$ cat src/rtl/imem_loader.sv
// rtl/imem_loader.sv - loads the instruction memory from a little-endian byte stream
// Optional feature macro: IMEM_LOADER_CHECKSUM_EN (trailing 32-bit sum check, CHK state, err).
// Ports:
//   clk, rst               rising-edge clock, asynchronous active-high reset
//   start, num_words       begin a load of num_words words (clamped to DEPTH)
//   byte_valid, byte_data  incoming program bytes, little-endian within a word
//   byte_ready             a byte transfers on byte_valid && byte_ready
//   wr_en, wr_addr, wr_data  instruction memory write port (one-cycle strobe)
//   busy, cpu_hold         load in progress / hold the core in reset
//   done, err              last load completed / checksum mismatch

module imem_loader #(
  parameter int ADDR_W = 6,
  parameter int DEPTH  = 64
) (
  input  logic              clk,
  input  logic              rst,
  input  logic              start,
  input  logic [ADDR_W:0]   num_words,
  input  logic              byte_valid,
  input  logic [7:0]        byte_data,
  output logic              byte_ready,
  output logic              wr_en,
  output logic [ADDR_W-1:0] wr_addr,
  output logic [31:0]       wr_data,
  output logic              busy,
  output logic              cpu_hold,
  output logic              done,
  output logic              err
);

`ifdef IMEM_LOADER_CHECKSUM_EN
  typedef enum logic [2:0] {IDLE, RECV, WRITE, CHK, DONE} state_t;
`else
  typedef enum logic [2:0] {IDLE, RECV, WRITE, DONE} state_t;
`endif

  localparam logic [ADDR_W:0] DEPTH_W  = (ADDR_W+1)'(DEPTH);
  localparam logic [ADDR_W:0] WORD_ONE = (ADDR_W+1)'(1);

  state_t            state, state_n;
  logic [1:0]        byte_idx;
  logic [ADDR_W:0]   word_cnt;
  logic [ADDR_W:0]   num_lat;
  logic [ADDR_W:0]   num_eff;
  logic              xfer;
  logic              last_byte;
  logic              last_word;

  assign num_eff   = (num_words > DEPTH_W) ? DEPTH_W : num_words;
  assign xfer      = byte_valid && byte_ready;
  assign last_byte = (byte_idx == 2'd3);
  // Evaluated in WRITE: this write completes the requested word count.
  assign last_word = ((word_cnt + WORD_ONE) == num_lat);

  // State register
  always_ff @(posedge clk or posedge rst) begin
    if (rst) state <= IDLE;
    else     state <= state_n;
  end

  // Next-state logic
  always_comb begin
    state_n = state;
    case (state)
      IDLE, DONE: begin
        if (start) state_n = (num_eff == '0) ? DONE : RECV;
      end
      RECV: begin
        if (xfer && last_byte) state_n = WRITE;
      end
      WRITE: begin
        if (!last_word) state_n = RECV;
`ifdef IMEM_LOADER_CHECKSUM_EN
        else            state_n = CHK;
`else
        else            state_n = DONE;
`endif
      end
`ifdef IMEM_LOADER_CHECKSUM_EN
      CHK: begin
        if (xfer && last_byte) state_n = DONE;
      end
`endif
      default: state_n = IDLE;
    endcase
  end

  // Output logic (purely state-decoded)
  always_comb begin
    byte_ready = 1'b0;
    wr_en      = 1'b0;
    busy       = 1'b0;
    done       = 1'b0;
    case (state)
      RECV:  begin byte_ready = 1'b1; busy = 1'b1; end
      WRITE: begin wr_en = 1'b1;      busy = 1'b1; end
`ifdef IMEM_LOADER_CHECKSUM_EN
      CHK:   begin byte_ready = 1'b1; busy = 1'b1; end
`endif
      DONE:  done = 1'b1;
      default: ;
    endcase
    cpu_hold = busy;
  end

  // Word assembly and write addressing
  always_ff @(posedge clk or posedge rst) begin
    if (rst) begin
      byte_idx <= '0;
      word_cnt <= '0;
      num_lat  <= '0;
      wr_addr  <= '0;
      wr_data  <= '0;
    end else begin
      case (state)
        IDLE, DONE: begin
          if (start) begin
            byte_idx <= '0;
            word_cnt <= '0;
            wr_addr  <= '0;
            num_lat  <= num_eff;
          end
        end
        RECV: begin
          if (xfer) begin
            wr_data[{byte_idx, 3'b000} +: 8] <= byte_data;
            byte_idx <= byte_idx + 2'd1;
          end
        end
        WRITE: begin
          word_cnt <= word_cnt + WORD_ONE;
          // Hold the address on the final write so a full-depth load never wraps.
          if (!last_word) wr_addr <= wr_addr + ADDR_W'(1);
        end
`ifdef IMEM_LOADER_CHECKSUM_EN
        CHK: begin
          if (xfer) byte_idx <= byte_idx + 2'd1;
        end
`endif
        default: ;
      endcase
    end
  end

`ifdef IMEM_LOADER_CHECKSUM_EN
  logic [31:0] sum;
  logic [23:0] chk_lo;

  // Running sum of written words, compared with the trailing expected sum.
  always_ff @(posedge clk or posedge rst) begin
    if (rst) begin
      sum    <= '0;
      chk_lo <= '0;
      err    <= 1'b0;
    end else begin
      case (state)
        IDLE, DONE: begin
          if (start) begin
            sum <= '0;
            err <= 1'b0;
          end
        end
        WRITE: sum <= sum + wr_data;
        CHK: begin
          if (xfer) begin
            if (last_byte) err <= ({byte_data, chk_lo} != sum);
            else           chk_lo[{byte_idx, 3'b000} +: 8] <= byte_data;
          end
        end
        default: ;
      endcase
    end
  end
`else
  assign err = 1'b0;
`endif

endmodule

$ cat config.mk
export PLATFORM = sky130hd
export DESIGN_NAME = imem_loader
export DESIGN_NICKNAME = d
export VERILOG_FILES = /design/src/rtl/imem_loader.sv
export SDC_FILE = /design/constraint.sdc
export NUM_CORES = 1
export LEC_CHECK = 0
export ABC_AREA = 0
export BUFFER_PORTS_ARGS = -buffer_cell sky130_fd_sc_hd__buf_4
export CAP_MARGIN = 20
export CORE_MARGIN = 2
export CORE_UTILIZATION = 35
export CTS_CLUSTER_SIZE = 20
export DETAILED_ROUTE_END_ITERATION = 7
export SYNTH_ARGS = -nofsm -noshare
export SYNTH_HDL_FRONTEND = slang
export SYNTH_SLANG_ARGS = --single-unit
$ cat constraint.sdc
create_clock -name clk -period 2.4 [get_ports clk]
set_input_delay 0.48 -clock clk [delete_from_list [all_inputs] [get_ports clk]]
set_output_delay 0.48 -clock clk [all_outputs]
set_load 0.005 [all_outputs]
==> flow_summary.json <==
{
  "outcome": "completed",
  "ios": 63,
  "die_x_um": 90.98,
  "drv_slew": 0,
  "period_share": 0.9089,
  "max_slew_margin": 0.3392,
  "worstMarginPinSlew_ns": 0.9886,
  "async_flop_share": 1.000,
  "wl_per_cell_um": 15.58,
  "cts_tree": "done",
  "grt_pass1_wl_um": 10760,
  "final-hold-violation-count": 0,
  "dpl.cell_count": 394,
  "crit_path_max_fanout": 10,
  "use_met2": 0.2722,
  "fin_skew_ns": 0.01469,
  "rrSetupSlack_ns": 0.22,
  "dieArea_sq_um": 8276,
  "crit_family": "compound AO/OA/AOI/OAI gates",
  "clkTransAtPathRegs_ns": 0.11,
  "synth_top_cell_by_area": "dfrtp_1",
  "root_buffer": "clkbuf_8",
  "hold_path_class": "in2async",
  "syn-num-nets": 259,
  "ir_drop_mv": 0.3806,
  "fill_cells": 722,
  "yosysSeqAreaShare": 0.5293,
  "fin_crit_ns": 2.181,
  "cts.htree.levels": 2,
  "rsz0062_at_grt": "no",
  "fmax_mhz": 458.4,
  "diodes": 0,
  "antenna_found_initial": 0,
  "finalSetupTns_ns": 0,
  "ys_top_cells_by_count": "dfrtp_1, a22o_1, nand2_1, o21ai_0, nand3_1",
  "crit_path_max_incr_delay_ns": 0.46,
  "dieHeight_um": 90.98,
  "cts_buffers": 5,
  "post_cts_buffers": 0,
  "grt_max_degree": 31,
  "path_depth": 7,
  "place_congestion": 0.7883,
  "ys.flop_type": "dfrtp_1",
  "cts.sinks": 56,
  "cp_num_buf_inv": 0,
  "arrival_ns": 2.40,
  "nets": 332,
  "yosysWarnings": 0,
  "postRouteAntennaNets": 0,
  "crit_chain": "ha_1 > and2_4 > a211o_1 > a31o_1 > a41oi_4 > o21ai_1 > a32o_1",
  "start_util": 0.3631,
  "synthToLayoutAreaGrowth_pct": 27.98,
  "leakage_nw": 1.620,
  "finalSetupViolations": 0,
  "ff_latch_area_sq_um": 1401,
  "fin_area_sq_um": 3388,
  "post-route-util": 0.4647,
  "grt_usage": 0.1602,
  "cts_resized": 0,
  "synth_edf_count": 0,
  "cap_violations": 0,
  "synth_cell_types": 40,
  "grt_pass1_vias": 2109,
  "clock_latency_ns": 0.32,
  "viasPerCell": 5.082,
  "busiest_layer": "met2",
  "crit_required_ns": 2.62,
  "synth_top_area_share": 0.5293,
  "core_sq_um": 7292,
  "gr-usage-met3": 0.04149,
  "drive_gt1_frac": 0.3102,
  "start_kind": "flop",
  "port_buffers": 61,
  "synth.most_common_cell": "dfrtp_1",
  "postRouteWirelength_um": 6265,
  "overflow": 0,
  "vias": 2043,
  "crit_type": "reg2reg",
  "ys_ff_latch": 56,
  "endpoint_kind": "flop",
  "rows": 31,
  "synth_area_per_cell_sq_um": 11.56,
  "layout.cells.non_filler": 402,
  "rr_worst_depth": 7,
  "route.detailed.drc": 0,
  "slowest_stage": "dfrtp_1",
  "synth_area_sq_um": 2648,
  "firstDrtPassIters": 4,
  "grt_use_met1": 0.2091,
  "worstReg2RegStart": "word_cnt[0]",
  "r2r_end": "wr_addr[3]",
  "postSynthCellCount": 229,
  "placed_area_sq_um": 3291,
  "place_hpwl_um": 4490,
  "multiInputGateArea_sq_um": 1167,
  "clk_path_buf_depth": 2,
  "drt_iter0_markers": 90,
  "synth_area_leaders": "dfrtp_1, a22o_1, ha_1",
  "power.density_nw_per_um2": 1020,
  "hold_buffers": 0
}
sequential cells by signal, indices dropped and copies added (netlist names):
signal and flops:
wr_data 32, byte_idx 2, state 2, wr_addr 6
word_cnt 7, num_lat 7
per-stage QoR:
stage / setup WS [ns] / hold slack, ns / power, mW
3_5_place_dp: 0.2415 / 0.4923 / 2.917
3_3_place_gp: 0.2726 / 0.4926 / 2.898
2_1_floorplan: 0.3731 / 0.4692 / 2.272
5_1_grt: 0.09901 / 0.2821 / 3.723
4_1_cts: 0.2208 / 0.2526 / 3.500
6_report: 0.2186 / 0.2332 / 3.457
worst max path at each step:
stage	from	end	slack, ns
floorplan	word_cnt[0]	wr_addr[3]	0.37
global placement	word_cnt[0]	wr_addr[3]	0.27
detailed placement	word_cnt[0]	wr_addr[3]	0.24
CTS	word_cnt[0]	wr_addr[5]	0.22
global route	word_cnt[0]	wr_addr[5]	0.1
finish	word_cnt[0]	wr_addr[3]	0.22
metal layers:
layer | vias to the layer above | share of wire | wire, um
met3 | 7 | 0.057 | 357
met5 | - | 0 | 0
li1 | 992 | - | -
met2 | 51 | 0.49 | 3041
met1 | 993 | 0.45 | 2829
met4 | 0 | 0.0061 | 38
where the power goes:
part / switching, mW / total (mW) / internal (mW) / leakage [nW]
registers: 0.183 / 1.37 / 1.18 / 0.761
logic: 0.775 / 1.52 / 0.746 / 0.808
clock network: 0.349 / 0.571 / 0.222 / 0.0511
kinds of logic (layout without fill, tap and decap cells):
family	after synthesis	after routing	synth area share
AOI/OAI and AO/OA	74	74	0.2254
xor gates and xnor gates	8	8	0.02930
adders and majority gates	11	11	0.05198
buffers and inverters	17	91	0.02977
DFF	56	56	0.5293
muxes	3	3	0.01181
other	1	1	0.001416
and+or+nand+nor	59	59	0.1210
cell usage in the layout (no fill, tap or decap), types with 3 or more instances in the layout:
cell      instances
nand3_1          12
xor2_1            3
inv_1             9
a21oi_1           7
ha_1             11
xnor2_1           4
o21ai_0          17
nand2_1          17
dfrtp_1          56
a32o_1            3
nor3_1            4
clkbuf_8          5
a22o_1           34
nand2b_1          8
buf_4            72
nor2_1            8
nor4b_2           3
area by class of cell:
class,instances,share of cell area
inverters,10,0.01108
flip-flops and latches,56,0.4136
repair buffers,73,0.1654
well taps,99,0.03656
multi-input cells,156,0.3445
clock buffers,5,0.02031
clock inverters,3,0.008493
(Power assumes the default switching activity.)
